[config.mk]
export PLATFORM = sky130hd
export DESIGN_NAME = tree_scene_sequencer
export DESIGN_NICKNAME = d
export VERILOG_FILES = /design/src/rtl/tree_scene_sequencer_pkg.sv /design/src/rtl/tree_scene_sequencer_frame_divider.sv /design/src/rtl/tree_scene_sequencer.sv
export SDC_FILE = /design/constraint.sdc
export NUM_CORES = 1
export LEC_CHECK = 0
export ABC_AREA = 1
export ABC_CLOCK_PERIOD_IN_PS = 4300
export CAP_MARGIN = 15
export CELL_PAD_IN_SITES_DETAIL_PLACEMENT = 1
export CELL_PAD_IN_SITES_GLOBAL_PLACEMENT = 1
export CORE_ASPECT_RATIO = 1.1
export CORE_MARGIN = 1
export CORE_UTILIZATION = 44
export DETAILED_ROUTE_END_ITERATION = 7
export PLACE_DENSITY = 0.89
export SLEW_MARGIN = 20
export SYNTH_ARGS = -nofsm -noshare
export SYNTH_HDL_FRONTEND = slang
export SYNTH_SLANG_ARGS = --single-unit
[constraint.sdc]
create_clock -name clk -period 4.3 [get_ports clk]
set_clock_uncertainty 0.15 [all_clocks]
set_input_delay 0.86 -clock clk [delete_from_list [all_inputs] [get_ports clk]]
set_output_delay 0.86 -clock clk [all_outputs]
set_load 0.1 [all_outputs]
[src/rtl/tree_scene_sequencer_pkg.sv]
// -----------------------------------------------------------------------------
// tree_scene_pkg
// Shared types and constants for the Christmas tree scene sequencer:
//   - scene_t       : scene state machine encoding (also driven on the debug port)
//   - DEF_LINE*_LEN : default text line lengths
//   - STAR_*        : colour indices of the star palette
//   - param_in_range: elaboration-time range check for sequencer parameters
// -----------------------------------------------------------------------------
package tree_scene_pkg;

  typedef enum logic [2:0] {
    S_INTRO   = 3'd0,
    S_REVEAL1 = 3'd1,
    S_REVEAL2 = 3'd2,
    S_HOLD    = 3'd3,
    S_BLANK   = 3'd4
  } scene_t;

  localparam int DEF_LINE1_LEN = 32'd10;
  localparam int DEF_LINE2_LEN = 32'd18;

  // Largest value any frame/length parameter may take (8-bit counters).
  localparam int PARAM_MAX = 32'd255;

  localparam logic [1:0] STAR_DARK_RED = 2'b00;
  localparam logic [1:0] STAR_RED      = 2'b01;
  localparam logic [1:0] STAR_YELLOW   = 2'b10;
  localparam logic [1:0] STAR_ORANGE   = 2'b11;

  // True when a parameter is usable: at least one and no larger than max_value.
  function automatic bit param_in_range(input int value, input int max_value);
    return (value >= 32'sd1) && (value <= max_value);
  endfunction

endpackage

[src/rtl/tree_scene_sequencer_frame_divider.sv]
// -----------------------------------------------------------------------------
// frame_divider
// Counts input ticks 0..DIV-1 and pulses wrap on the tick that completes a
// full cycle, so DIV ticks produce exactly one wrap.
//   clk   : pixel clock
//   reset : synchronous, active-high
//   tick  : one-cycle event to count (frame start)
//   wrap  : combinational pulse, coincident with the DIV-th tick
// -----------------------------------------------------------------------------
module frame_divider #(
  parameter int DIV = 4
) (
  input  logic clk,
  input  logic reset,
  input  logic tick,
  output logic wrap
);

  logic [7:0] cnt_r;
  logic       last_s;

  assign last_s = (cnt_r == (8'(DIV) - 8'd1));
  assign wrap   = tick && last_s;

  // Tick counter: clears on wrap so the period is exactly DIV ticks.
  always_ff @(posedge clk) begin
    if (reset) begin
      cnt_r <= 8'd0;
    end else if (wrap) begin
      cnt_r <= 8'd0;
    end else if (tick) begin
      cnt_r <= cnt_r + 8'd1;
    end
  end

endmodule

[src/rtl/tree_scene_sequencer.sv]
// -----------------------------------------------------------------------------
// tree_scene_sequencer
// Frame-rate scene controller for the Christmas tree display. Detects frame
// starts on vsync and loops INTRO -> REVEAL1 -> REVEAL2 -> HOLD -> BLANK,
// revealing the two text lines one character at a time. Also steps the star
// colour and the garland light phase every STAR_FRAMES / LIGHT_FRAMES frames.
// Ports:
//   clk, reset       : pixel clock, synchronous active-high reset
//   vsync            : vertical sync from the timing generator
//   pause, step      : freeze the scene; step advances it by one frame while paused
//   show_tree        : tree body/trunk/star enable
//   line1_count      : characters of line 1 visible (index i drawn iff i < count)
//   line2_count      : characters of line 2 visible
//   star_color       : star palette index
//   light_phase      : garland stripe phase
//   frame_tick       : one-cycle pulse per frame start
//   scene            : current scene encoding (debug)
// All outputs are registered and update the cycle after the frame start,
// i.e. during vertical sync.
// -----------------------------------------------------------------------------
module tree_scene_sequencer
  import tree_scene_pkg::*;
#(
  parameter int FRAMES_PER_CHAR = 8,
  parameter int INTRO_FRAMES    = 60,
  parameter int HOLD_FRAMES     = 240,
  parameter int BLANK_FRAMES    = 30,
  parameter int STAR_FRAMES     = 64,
  parameter int LIGHT_FRAMES    = 8,
  parameter int LINE1_LEN       = DEF_LINE1_LEN,
  parameter int LINE2_LEN       = DEF_LINE2_LEN
) (
  input  logic       clk,
  input  logic       reset,
  input  logic       vsync,
  input  logic       pause,
  input  logic       step,
  output logic       show_tree,
  output logic [3:0] line1_count,
  output logic [4:0] line2_count,
  output logic [1:0] star_color,
  output logic [1:0] light_phase,
  output logic       frame_tick,
  output logic [2:0] scene
);

  // Line lengths must also fit the count ports.
  if (!(param_in_range(FRAMES_PER_CHAR, PARAM_MAX) && param_in_range(INTRO_FRAMES, PARAM_MAX) &&
        param_in_range(HOLD_FRAMES, PARAM_MAX)     && param_in_range(BLANK_FRAMES, PARAM_MAX) &&
        param_in_range(STAR_FRAMES, PARAM_MAX)     && param_in_range(LIGHT_FRAMES, PARAM_MAX) &&
        param_in_range(LINE1_LEN, 32'd15)          && param_in_range(LINE2_LEN, 32'd31))) begin : g_bad_params
    $error("tree_scene_sequencer: a parameter is zero or too wide");
  end

  localparam logic [7:0] INTRO_LAST = 8'(INTRO_FRAMES) - 8'd1;
  localparam logic [7:0] CHAR_LAST  = 8'(FRAMES_PER_CHAR) - 8'd1;
  localparam logic [7:0] HOLD_LAST  = 8'(HOLD_FRAMES) - 8'd1;
  localparam logic [7:0] BLANK_LAST = 8'(BLANK_FRAMES) - 8'd1;
  localparam logic [3:0] L1_FULL    = 4'(LINE1_LEN);
  localparam logic [4:0] L2_FULL    = 5'(LINE2_LEN);

  logic       vsync_q_r;
  logic       armed_r;
  logic       frame_start_s;
  logic       adv_s;
  logic       star_wrap_s;
  logic       light_wrap_s;

  scene_t     scene_r;
  scene_t     scene_next_s;
  logic [7:0] fcnt_r;
  logic [7:0] fcnt_next_s;
  logic [3:0] line1_r;
  logic [3:0] line1_next_s;
  logic [4:0] line2_r;
  logic [4:0] line2_next_s;
  logic       show_tree_r;
  logic       frame_tick_r;
  logic [1:0] star_color_r;
  logic [1:0] light_phase_r;

  // armed_r blocks the edge detector until vsync has been seen low after
  // reset, so a vsync already high at reset release is not a frame start.
  assign frame_start_s = vsync && !vsync_q_r && armed_r;

  // A paused scene moves only on step; frame starts are then dropped, and a
  // coincident step plus frame start is a single advance.
  assign adv_s = pause ? step : frame_start_s;

  frame_divider #(.DIV(STAR_FRAMES)) u_star_div (
    .clk   (clk),
    .reset (reset),
    .tick  (frame_start_s),
    .wrap  (star_wrap_s)
  );

  frame_divider #(.DIV(LIGHT_FRAMES)) u_light_div (
    .clk   (clk),
    .reset (reset),
    .tick  (frame_start_s),
    .wrap  (light_wrap_s)
  );

  // vsync edge detector and post-reset arming.
  always_ff @(posedge clk) begin
    if (reset) begin
      vsync_q_r <= 1'b0;
      armed_r   <= ~vsync;
    end else begin
      vsync_q_r <= vsync;
      if (!vsync) begin
        armed_r <= 1'b1;
      end
    end
  end

  // Scene next-state, frame counter and character count logic.
  always_comb begin
    scene_next_s = scene_r;
    fcnt_next_s  = fcnt_r;
    line1_next_s = line1_r;
    line2_next_s = line2_r;
    if (adv_s) begin
      case (scene_r)
        S_INTRO: begin
          if (fcnt_r == INTRO_LAST) begin
            scene_next_s = S_REVEAL1;
            fcnt_next_s  = 8'd0;
          end else begin
            fcnt_next_s = fcnt_r + 8'd1;
          end
        end
        S_REVEAL1: begin
          if (fcnt_r == CHAR_LAST) begin
            fcnt_next_s = 8'd0;
            // Saturating increment; the last character moves on at once.
            if (line1_r >= (L1_FULL - 4'd1)) begin
              line1_next_s = L1_FULL;
              scene_next_s = S_REVEAL2;
            end else begin
              line1_next_s = line1_r + 4'd1;
            end
          end else begin
            fcnt_next_s = fcnt_r + 8'd1;
          end
        end
        S_REVEAL2: begin
          line1_next_s = L1_FULL;
          if (fcnt_r == CHAR_LAST) begin
            fcnt_next_s = 8'd0;
            if (line2_r >= (L2_FULL - 5'd1)) begin
              line2_next_s = L2_FULL;
              scene_next_s = S_HOLD;
            end else begin
              line2_next_s = line2_r + 5'd1;
            end
          end else begin
            fcnt_next_s = fcnt_r + 8'd1;
          end
        end
        S_HOLD: begin
          if (fcnt_r == HOLD_LAST) begin
            scene_next_s = S_BLANK;
            fcnt_next_s  = 8'd0;
            line1_next_s = 4'd0;
            line2_next_s = 5'd0;
          end else begin
            fcnt_next_s = fcnt_r + 8'd1;
          end
        end
        S_BLANK: begin
          if (fcnt_r == BLANK_LAST) begin
            scene_next_s = S_INTRO;
            fcnt_next_s  = 8'd0;
          end else begin
            fcnt_next_s = fcnt_r + 8'd1;
          end
        end
        default: begin
          scene_next_s = S_INTRO;
          fcnt_next_s  = 8'd0;
          line1_next_s = 4'd0;
          line2_next_s = 5'd0;
        end
      endcase
    end else begin
      scene_next_s = scene_r;
    end
  end

  // Scene state register and registered outputs.
  always_ff @(posedge clk) begin
    if (reset) begin
      scene_r       <= S_INTRO;
      fcnt_r        <= 8'd0;
      line1_r       <= 4'd0;
      line2_r       <= 5'd0;
      show_tree_r   <= 1'b1;
      frame_tick_r  <= 1'b0;
      star_color_r  <= STAR_DARK_RED;
      light_phase_r <= 2'd0;
    end else begin
      scene_r      <= scene_next_s;
      fcnt_r       <= fcnt_next_s;
      line1_r      <= line1_next_s;
      line2_r      <= line2_next_s;
      show_tree_r  <= (scene_next_s != S_BLANK);
      frame_tick_r <= frame_start_s;
      if (star_wrap_s) begin
        star_color_r <= star_color_r + 2'd1;
      end
      if (light_wrap_s) begin
        light_phase_r <= light_phase_r + 2'd1;
      end
    end
  end

  assign show_tree   = show_tree_r;
  assign line1_count = line1_r;
  assign line2_count = line2_r;
  assign star_color  = star_color_r;
  assign light_phase = light_phase_r;
  assign frame_tick  = frame_tick_r;
  assign scene       = scene_r;

endmodule

# Word-level counts from Yosys, hierarchy flattened
# Index checks and enable logic that the tools add are counted.
[word_totals] regBits=44 inputBits=5 output_inout_bits=18 wordCells=77
[op_classes] addsub=7 n_lt_le_gt_ge=2 n_eq_ne=15 n_mux=25 bitwise=3 n_reduce_logical=13
[ops] operator="two-way mux 8 bit" n=4
[ops] operator="case mux 8 bit (4 select lines)" n=1
[ops] operator="adder 8 x 1 -> 8 bit, second input constant" n=3
[ops] operator="two-way mux 3 bit" n=8
[ops] operator="== test 8 x 3 -> 1 bit, second input constant" n=2
[ops] operator="== test 8 x 6 -> 1 bit, second input constant" n=2
[ops] operator="case mux 4 bit (4 select lines)" n=1
[ops] operator="two-way mux 5 bit" n=3
[ops] operator="case mux 3 bit (5 select lines)" n=1
[ops] operator="case mux 5 bit (3 select lines)" n=1
[ops] operator="two-way mux 4 bit" n=3
[ops] operator="== test 8 x 5 -> 1 bit, second input constant" n=1
[ops] operator="== test 8 bit, second input constant" n=1
[ops] operator="inequality test 2 bit, second input constant" n=4
[ops] operator="AND reduction 4 bit" n=2
[ops] operator="OR reduction 2 bit" n=4
[ops] operator="== test 3 x 2 -> 1 bit, second input constant" n=2
[ops] operator="adder 5 x 1 -> 5 bit, second input constant" n=1
[ops] operator="greater-or-equal comparator 5 bit, second input constant" n=1
[ops] operator="adder 2 x 1 -> 2 bit, second input constant" n=2
[ops] operator="adder 4 x 1 -> 4 bit, second input constant" n=1
[ops] operator="greater-or-equal comparator 4 bit, second input constant" n=1
[ops] operator="logical AND 1 bit" n=4
[ops] operator="== test 3 x 1 -> 1 bit, second input constant" n=1
[ops] operator="7 further kinds" n=11

# Depth between registers and ports, before layout
# Gate-level depths: netlist of the first run.
[logic_depth] depth_word=6 depth_mapped=13 depth_no_buf=12

# Modules after synthesis
# From an unflattened synthesis of the first run, not the netlist that was laid out.
[unflattened] hier_cells=375 area_unflattened_um2=2560.0
[modules_own_cells] module="tree_scene_sequencer" instances=1 cells_each=258 area_each_um2=1685.4 seq_area_each_um2=570.5
[modules_own_cells] module="frame_divider (u_light_div)" instances=1 cells_each=60 area_each_um2=449.2 seq_area_each_um2=160.2
[modules_own_cells] module="frame_divider (u_star_div)" instances=1 cells_each=57 area_each_um2=425.4 seq_area_each_um2=160.2

# Worst setup path before layout of the first run
# OpenSTA, ideal clock, no wires.
[synth_timing] path_kind="register -> register" startpoint="register scene_r[2] (netlist: scene[2])" endpoint="register line2_r[2] (netlist: line2_count[2])" setup_time_ns=0.119 arrival_time_ns=2.039 required_ns=4.031 setup_slack_ns=1.992 path_stages_with_launch=8 n_path_buf=0 period_less_slack_ns=2.308 path_cell_list="dfxtp_1 -> inv_1 -> nand3_2 -> inv_1 -> a21oi_1 -> nand2_2 -> o21ai_1 -> nor2_1"
[synth_between] elab_chain_cells=4
[synth_lines] item="start, declared" line="tree_scene_sequencer.sv:69" rtl="scene_t scene_r;"
[synth_lines] item="start signal, assigned" line="tree_scene_sequencer.sv:203" rtl="scene_r <= scene_next_s;"
[synth_lines] item="== test 3 bit, or another cell as far along" line="tree_scene_sequencer.sv:124" rtl="case (scene_r)"
[synth_lines] item="OR reduction 3 bit (no source line)"
[synth_lines] item="NOT 1 bit (no source line)"
[synth_lines] item="AND reduction 4 bit (no source line)"
[synth_lines] item="end signal, assigned" line="tree_scene_sequencer.sv:206" rtl="line2_r <= line2_next_s;"
[synth_lines] item="end, declared" line="tree_scene_sequencer.sv:75" rtl="logic [4:0] line2_r;"
# Several ways; a longest one is shown, not always the timed one.
# A chain may end at the register's enable or synchronous reset.

# Worst setup path in the final report of the first run
[layout_timing] startpoint="register scene_r[1] (netlist: scene[1])" endpoint="output port scene[1]"
[layout_rtl] item="end, declared" line="tree_scene_sequencer.sv:44" rtl="output logic [2:0] scene"
# No word-level cell between the ends.

==> out/results.ini, run 1 <==
[route]
via_per_inst = 5.07
wirelength_um = 6050
drc = 0
via_count = 2298
first_pass_iters = 4
ant_nets = 0
routedWlPerCell_um = 13.4
drt_iter0_markers = 113

[global_routing]
grt_util_all_layers_pct = 22.2
grt_max_degree = 17
grt_pass1_vias = 2226
grt_pass1_wl_um = 10100
gr-total-overflow = 0
antenna_found_initial = 0

[setup_path]
arrival_ns = 2.00
crit_type = flop to output pin
cp_num_buf_inv = 1
path_cells = clkdlybuf4s50_1
end_kind = output pin
critPathRequiredTime_ns = 3.29
cpMaxStageDelayCell = clkdlybuf4s50_1
crit_path_max_incr_delay_ns = 1.20
cpLargestDelayFamily = buffers and inverters
crit_fanout = 5
critPathLaunchType = flop

[place]
gp_congestion = 0.805
dp_cells = 445
dp_hpwl_um = 4620
port_buffers = 22

[timing]
worstMarginPinSlew_ns = 1.00
finalHoldViolations = 0
setup_viol = 0
slew-limit-headroom_pct = 32.8
slew_violations = 0
period_minus_slack_ns = 3.01
rsz0062_at_grt = false
max_freq_ghz = 0.332
finalCritPeriodShare_pct = 70.1
setup_tns_ns = 0

[floorplan]
num_rows = 28
pin_count = 23
core_sq_um = 5360
dieArea_sq_um = 5860
fp.dieH_um = 80.2
die_w_um = 73.1
initial_core_util_pct = 45.6

[cts]
clock_sinks = 44
cts-resized-gates = 0
tritoncts = done
clk_path_buf_depth = 2
cts_root_buf = clkbuf_8
cts_buffers = 5
insertion_delay_ns = 0.30
cts_hold_buf = 0
htree_levels = 2
cts.clk_slew.worst_paths_ns = 0.09
cts_setup_buffers = 0

[synth]
yosysSeqAreaShare_pct = 36.4
synth_nets = 367
syn_avg_cell_area_sq_um = 6.93
netlist_area_sq_um = 2440
synth_cells = 353
yosys_warnings = 0
synthDistinctLibCells = 32
yosys_register_bits = 44

[finish]
stdcell_count = 453
final_nets = 391
diodes = 0
drive_gt1_share_pct = 9.79
area_growth_pct = 16.6

[power_and_ir_drop]
power_mw = 0.814
leakagePower_nw = 1.16
irDropWorstVdd_mv = 0.178
p_per_area_nw_per_um2 = 285

[min_path]
min_path_type = flop to flop

[run_status]
status = finished clean

[flow_run]
drv_cap = 0

## cell families after synthesis
logic type                 synth area share (%)
AOI/OAI and AO/OA                          11.8
xor gates and xnor gates                   3.58
adders and majority gates                  4.61
buffers and inverters                      8.85
DFF                                        36.4
and+or+nand+nor                            34.7
## Yosys cell counts
cell | n | area share, %
a21oi_1 | 35 | 7.2
a21oi_2 | 1 | 0.36
a31o_2 | 1 | 0.36
a31oi_1 | 1 | 0.26
buf_2 | 2 | 0.41
buf_6 | 1 | 0.46
clkbuf_1 | 2 | 0.31
dfxtp_1 | 43 | 35
edfxtp_1 | 1 | 1.2
ha_1 | 9 | 4.6
inv_1 | 46 | 7.1
inv_2 | 4 | 0.61
nand2_1 | 81 | 12
nand2_2 | 7 | 1.8
nand3_1 | 20 | 4.1
nand3_2 | 2 | 0.82
nand3_4 | 1 | 0.72
nand3b_1 | 1 | 0.31
nand4_1 | 5 | 1.3
nand4_2 | 1 | 0.51
nor2_1 | 42 | 6.4
nor2_2 | 3 | 0.77
nor2_4 | 2 | 0.92
nor3_1 | 4 | 0.82
nor3_2 | 2 | 0.82
nor3_4 | 2 | 1.3
nor3b_1 | 2 | 0.61
o21ai_0 | 11 | 2.3
o21ai_1 | 7 | 1.4
or2_0 | 1 | 0.26
or2_2 | 3 | 0.77
xor2_1 | 10 | 3.6
## final timing paths
kind	start	end	slack, ns	cells after the start
worst max register to register	fcnt_r[0]	show_tree	2.33	10
worst min register to register	u_light_div.cnt_r[7]	u_light_div.cnt_r[7]	0.32	2
worst min-delay path	u_light_div.cnt_r[7]	u_light_div.cnt_r[7]	0.32	2
worst max-delay path	scene[1]	scene[1]	1.29	1
## metal layers
metal	vias up	share of wire [%]	track usage (%)
met3	5	2.1	3.51
met5	-	0	0
met1	1096	44	25.5
li1	1172	-	-
met2	25	53	42.1
met4	0	0.91	5.29
## report_power, final
| group | internal, mW | switching, mW | leakage, nW |
|---|---|---|---|
| Clock | 0.190 | 0.150 | 0.0614 |
| Combinational | 0.0167 | 0.0344 | 0.740 |
| Sequential | 0.416 | 0.00735 | 0.357 |
| Total | 0.622 | 0.191 | 1.16 |
## final cells by class
cell class                      count  area (sq um)
Clock buffer                        6          82.6
Multi-Input combinational cell    254          1340
Clock inverter                      2          38.8
Inverter                           50           188
Timing Repair Buffer               22           220
Fill cell                         720          2510
Sequential cell                    44           891
Tap cell                           75          93.8
## flip-flops by register name, summed over array words and instances (netlist names)
name	count
line1_count	4
show_tree	1
scene	3
armed_r	1
u_light_div.cnt_r	8
frame_tick	1
star_color	2
line2_count	5
fcnt_r	8
u_star_div.cnt_r	8
vsync_q_r	1
light_phase	2
## placed cells by master (no fill, tap or decap), types with 2 or more instances in the layout
cell and n:
clkdlybuf4s50_1 22, nor2_1 42, inv_2 4, dfxtp_1 43, o21ai_0 11, nor2_4 2, a21oi_1 35, nor3b_1 2
nand3_1 20, nand3_2 2, nand4_1 5, nand2_1 81, xor2_1 10, o21ai_1 7, nor2_2 3, ha_1 9
inv_1 46, clkbuf_8 6, nand2_2 7, nor3_1 4, nor3_2 2, nor3_4 2, or2_2 3
## worst register-to-register path, stage by stage, from the launching register on
cell,delay (ns)
dfxtp_1,0.42
ha_1,0.26
nand3_1,0.15
inv_1,0.13
nand2_1,0.10
nand2_2,0.11
nand2_1,0.06
o21ai_1,0.19
nand2_1,0.09
nor2_1,0.14
nand2_1,0.07
## per-stage QoR
step | hold WS [ns] | setup WS, ns | util [%] | area, sq um
floorplan | 0.289 | 1.99 | - | 2440
global placement | 0.300 | 1.44 | 50.9 | 2730
detailed placement | 0.311 | 1.34 | 50.9 | 2730
CTS | 0.323 | 1.28 | 53.2 | 2850
global route | 0.345 | 1.23 | 53.2 | 2850
finish | 0.320 | 1.29 | 53.2 | 2850
Power figures use the tool's default switching activity.
==> run 2: changes to the inputs <==
Settings changed: ABC_CLOCK_PERIOD_IN_PS 4300 to 2700, CORE_UTILIZATION 44 to 37, PLACE_DENSITY 0.89 to 0.8.
Clock period 4.3 ns to 2.7 ns, I/O delays scaled along.
==> out/results.ini, run 2 (synthesis results as in run 1) <==
[timing]
period_minus_slack_ns = 2.11
setup_tns_ns = 0  ; unchanged
setup_viol = 0  ; unchanged
finalCritPeriodShare_pct = 78.3
rsz0062_at_grt = false
max_freq_ghz = 0.473
slew-limit-headroom_pct = 74.9  ; +42 points
worstMarginPinSlew_ns = 0.375  ; -0.629 ns
slew_violations = 0  ; unchanged
finalHoldViolations = 0  ; unchanged

[min_path]
worstHoldStart = u_light_div.cnt_r[7]
min_path_type = flop to flop

[cts]
htree_levels = 2  ; unchanged
cts_setup_buffers = 0  ; unchanged
tritoncts = done
cts_buffers = 5  ; unchanged
cts_root_buf = clkbuf_8
cts_hold_buf = 0  ; unchanged
cts-resized-gates = 0  ; unchanged
insertion_delay_ns = 0.30  ; about the same
cts.clk_slew.worst_paths_ns = 0.08  ; about the same
clk_path_buf_depth = 2  ; unchanged
clock_sinks = 44  ; unchanged

[run_status]
status = finished clean

[global_routing]
gr-total-overflow = 0  ; unchanged
grt_max_degree = 15  ; -2
grt_pass1_wl_um = 10400  ; +2.1%
antenna_found_initial = 0  ; unchanged
grt_util_all_layers_pct = 19.2  ; -3.0 points
grt_pass1_vias = 2267  ; +1.8%

[place]
dp_hpwl_um = 4770  ; +3.1%
dp_cells = 454  ; +2.0%
port_buffers = 22  ; unchanged
gp_congestion = 0.837  ; +4.0%

[setup_path]
cpMaxStageDelayCell = clkdlybuf4s50_1
crit_path_max_incr_delay_ns = 0.57  ; -0.63 ns
r2r_start = fcnt_r[0]
crit_type = primary input to flop
crit_fanout = 9  ; +4
startpoint = vsync
critPathLaunchType = primary input
end_kind = flop
path_cells = clkdlybuf4s50_1, nand3_4, nand2_2, nand2_2, inv_1, nand2_1, a21oi_1, o21ai_0, a21oi_1
arrival_ns = 2.20  ; +0.20 ns
critPathRequiredTime_ns = 2.79  ; -0.50 ns

[route]
via_count = 2309  ; +0.48%
ant_nets = 0  ; unchanged
routedWlPerCell_um = 13.3  ; -0.57%
via_per_inst = 5.00  ; -1.5%
first_pass_iters = 4  ; unchanged
wirelength_um = 6130  ; +1.4%
drc = 0  ; unchanged
drt_iter0_markers = 63  ; -44%

[power_and_ir_drop]
irDropWorstVdd_mv = 0.206  ; +16%
p_per_area_nw_per_um2 = 421  ; +47%
leakagePower_nw = 1.19  ; +3.0%

[floorplan]
num_rows = 30  ; +7.1%
initial_core_util_pct = 39.0  ; -6.6 points
dieArea_sq_um = 6940  ; +18%
die_w_um = 79.5  ; +8.8%
pin_count = 23  ; unchanged
core_sq_um = 6270  ; +17%
fp.dieH_um = 87.3  ; +8.8%

[finish]
reg_top3 = fcnt_r (8), u_light_div.cnt_r (8), u_star_div.cnt_r (8)
stdcell_count = 462  ; +2.0%
diodes = 0  ; unchanged
mostFrequentLayoutCells = 81 x nand2_1, 46 x inv_1, 43 x dfxtp_1
area_growth_pct = 14.8
final_common_cell = nand2_1
final_nets = 395  ; +1.0%
drive_gt1_share_pct = 14.9  ; +5.1 points

[flow_run]
drv_cap = 0  ; unchanged

==> run 2: changes by cell type in the layout (fill, tap and decap cells not counted), sizes merged <==
| cell | delta |
|---|---|
| clkbuf | +1 |
| bufinv | -1 |
| buf | +22 |
| clkdlybuf4s50 | -18 |
==> run 2: metal layers <==
layer  up-vias  GRT usage (%)  wire (um)
li1       1185              -          -
met2        32           34.8       3080
met4         0           7.27        144
met1      1077           22.5       2770
met3        15           2.93        141
met5         -              0          0
==> run 2: metrics by stage <==
| stage | utilization, % | instance area [sq um] | setup slack (ns) | total power, mW | hold WS, ns |
|---|---|---|---|---|---|
| CTS | 44.8 | 2810 | 0.586 | 1.20 | 0.329 |
| global route | 44.8 | 2810 | 0.484 | 1.23 | 0.357 |
| floorplan | - | 2440 | 0.392 | 0.748 | 0.289 |
| global placement | 43.4 | 2720 | 0.396 | 0.775 | 0.297 |
| detailed placement | 43.4 | 2720 | 0.281 | 0.778 | 0.316 |
| finish | 44.8 | 2810 | 0.587 | 1.18 | 0.319 |
==> run 2: path summary, 6_finish.rpt <==
path | depth (start not counted) | slack (ns) | endpoint
hold reg to reg | 2 | 0.32 | u_light_div.cnt_r[7]
setup reg to reg | 10 | 0.71 | line1_count[0]
hold / removal | 2 | 0.32 | u_light_div.cnt_r[7]
setup / recovery | 9 | 0.59 | fcnt_r[2]
==> run 2: area by class of cell <==
class | count | area (sq um)
fillers | 826 | 3460
flip-flops and latches | 44 | 891
well taps | 80 | 100
multi-input cells | 254 | 1340
clock buffers | 7 | 76.3
repair buffers | 26 | 205
inverters | 50 | 188
clock inverters | 1 | 8.76
==> run 2: power breakdown <==
part | leakage, nW | internal, mW | switching [mW] | total (mW)
sequential | 0.357 | 0.662 | 0.0113 | 0.673
clock | 0.0424 | 0.185 | 0.234 | 0.419
combinational | 0.794 | 0.0313 | 0.0572 | 0.0885
==> run 2: worst max-delay path, delay by kind of cell <==
kind / cells / cell delay, ns
AO/OA/AOI/OAI: 3 / 0.38
AND/OR/NAND/NOR: 4 / 0.51
buffers and inverters: 2 / 0.77
==> run 3: changes to the inputs <==
Settings changed: ABC_CLOCK_PERIOD_IN_PS 2700 to 1820.
Clock period 2.7 ns to 1.82 ns, I/O delays scaled along.
==> out/results.ini, run 3 (synthesis results as in run 1) <==
[power_and_ir_drop]
irDropWorstVdd_mv = 0.521  ; +150%
power_mw = 2.00  ; +69%
leakagePower_nw = 1.42  ; +19%
p_per_area_nw_per_um2 = 587  ; +39%

[finish]
final_common_cell = nand2_1
final_nets = 425  ; +7.6%
reg_top3 = fcnt_r (8), u_light_div.cnt_r (8), u_star_div.cnt_r (8)
area_growth_pct = 39.3
drive_gt1_share_pct = 30.6  ; +16 points
diodes = 0  ; unchanged
nFillCells = 782  ; -5.3%
mostFrequentLayoutCells = 73 x nand2_1, 43 x inv_1, 41 x nor2_1

[cts]
cts_root_buf = clkbuf_8
cts.clk_slew.worst_paths_ns = 0.09  ; about the same
cts_buffers = 5  ; unchanged
cts_hold_buf = 0  ; unchanged
htree_levels = 2  ; unchanged
clock_sinks = 44  ; unchanged
tritoncts = done
insertion_delay_ns = 0.31  ; about the same
clk_path_buf_depth = 2  ; unchanged

[global_routing]
grt_pass1_vias = 2598  ; +15%
grt_util_all_layers_pct = 22.1  ; +2.9 points
gr-total-overflow = 0  ; unchanged
grt_max_degree = 15  ; unchanged
grt_pass1_wl_um = 11900  ; +15%
antenna_found_initial = 0  ; unchanged

[timing]
period_minus_slack_ns = 1.76
finalCritPeriodShare_pct = 96.5
finalHoldViolations = 0  ; unchanged
setup_viol = 0  ; unchanged
slew-limit-headroom_pct = 78.7  ; +3.8 points
rsz0062_at_grt = true
slew_violations = 0  ; unchanged
setup_tns_ns = 0  ; unchanged
worstMarginPinSlew_ns = 0.318  ; -0.0573 ns
max_freq_ghz = 0.569

[route]
wirelength_um = 7480  ; +22%
drt_iter0_markers = 78  ; +24%
ant_nets = 0  ; unchanged
via_count = 2542  ; +10%
drc = 0  ; unchanged
first_pass_iters = 4  ; unchanged
via_per_inst = 5.17  ; +3.4%
routedWlPerCell_um = 15.2  ; +14%

[setup_path]
cpMaxStageDelayCell = dfxtp_2
path_cells = ha_4, nand2_1, nor2_1, nand2_2, buf_4, nor3_2, o21ai_2, buf_4, a21oi_1
cpMostUsedCell = buf_4
critPathLaunchType = flop
arrival_ns = 1.83  ; -0.37 ns
crit_path_max_incr_delay_ns = 0.37  ; -0.20 ns
critPathRequiredTime_ns = 1.89  ; -0.90 ns
crit_type = flop to flop
crit_fanout = 4  ; -5
rr_worst_depth = 9  ; -1
end_kind = flop

[place]
dp_hpwl_um = 5230  ; +9.7%
port_buffers = 22  ; unchanged
gp_congestion = 0.926  ; +11%

[run_status]
status = finished clean

[flow_run]
drv_cap = 0  ; unchanged

[floorplan]
pin_count = 23  ; unchanged
initial_core_util_pct = 39.0  ; unchanged
die_w_um = 79.5  ; unchanged
num_rows = 30  ; unchanged
fp.dieH_um = 87.3  ; unchanged
core_sq_um = 6270  ; unchanged
dieArea_sq_um = 6940  ; unchanged

[min_path]
whs_path_depth = 2  ; unchanged
min_path_type = flop to flop

[run 3: cell types whose count changed in the layout (fill, tap and decap cells not counted), moves of 3 or more]
cell / delta
buf_12: +18
buf_4: +12
dfxtp_1: -16
dfxtp_2: +12
dfxtp_4: +4
inv_1: -3
inv_2: +3
nand2_1: -8
nand2_2: +5
nand2_4: +3
[run 3: metal layers]
| layer | share of wire [%] | global-route usage, % | vias up |
|---|---|---|---|
| li1 | - | - | 1240 |
| met1 | 42 | 24.3 | 1250 |
| met2 | 54 | 41.1 | 38 |
| met3 | 1.7 | 3.46 | 14 |
| met4 | 2.0 | 9.75 | 0 |
| met5 | 0 | 0 | - |
[run 3: repair_timing]
item	4_1_cts	5_1_grt
gates resized for setup	5	27
setup buffers	1	7
pin swaps	3	11
setup endpoints to repair	6	21
[run 3: path summary, 6_finish.rpt]
kind         slack, ns            startpoint                   end
max reg2reg       0.06             fcnt_r[1]              scene[1]
max               0.06             fcnt_r[1]              scene[1]
min reg2reg       0.32  u_light_div.cnt_r[7]  u_light_div.cnt_r[7]
min               0.32  u_light_div.cnt_r[7]  u_light_div.cnt_r[7]
[run 3: final cells by class]
| type | count | area [sq um] | share of cell area (%) |
|---|---|---|---|
| multi-input combinational | 254 | 1420 | 41.7 |
| sequential | 44 | 921 | 27.0 |
| timing repair buffer | 56 | 654 | 19.2 |
| inverter | 50 | 188 | 5.51 |
| tap | 80 | 100 | 2.94 |
| clock buffer | 6 | 82.6 | 2.42 |
| clock inverter | 2 | 38.8 | 1.14 |
[run 3: critical path: cells and delay by family, from the launching register on]
family | cells | cell delay (ns)
simple gates | 4 | 0.46
flops | 1 | 0.37
buf+inv | 2 | 0.29
compound gates | 2 | 0.24
fa+ha+maj | 1 | 0.16
[run 3: through the flow]
| step | area [sq um] | instances | worst slack, ns | utilization [%] | hold WS (ns) |
|---|---|---|---|---|---|
| 2_1_floorplan | 2470 | 353 | -0.00753 | - | 0.283 |
| 3_3_place_gp | 3140 | 476 | -0.240 | 50.0 | 0.296 |
| 3_5_place_dp | 3140 | 476 | -0.316 | 50.0 | 0.312 |
| 4_1_cts | 3280 | 485 | 0.0152 | 52.3 | 0.326 |
| 5_1_grt | 3410 | 492 | -0.0377 | 54.3 | 0.350 |
| 6_report | 3410 | 492 | 0.0628 | 54.3 | 0.321 |
[run 3: power by group]
part / leakage (nW) / total (mW) / switching, mW / internal, mW
clock: 0.0614 / 0.826 / 0.376 / 0.450
sequential: 0.366 / 0.995 / 0.0180 / 0.977
combinational: 0.990 / 0.177 / 0.101 / 0.0758
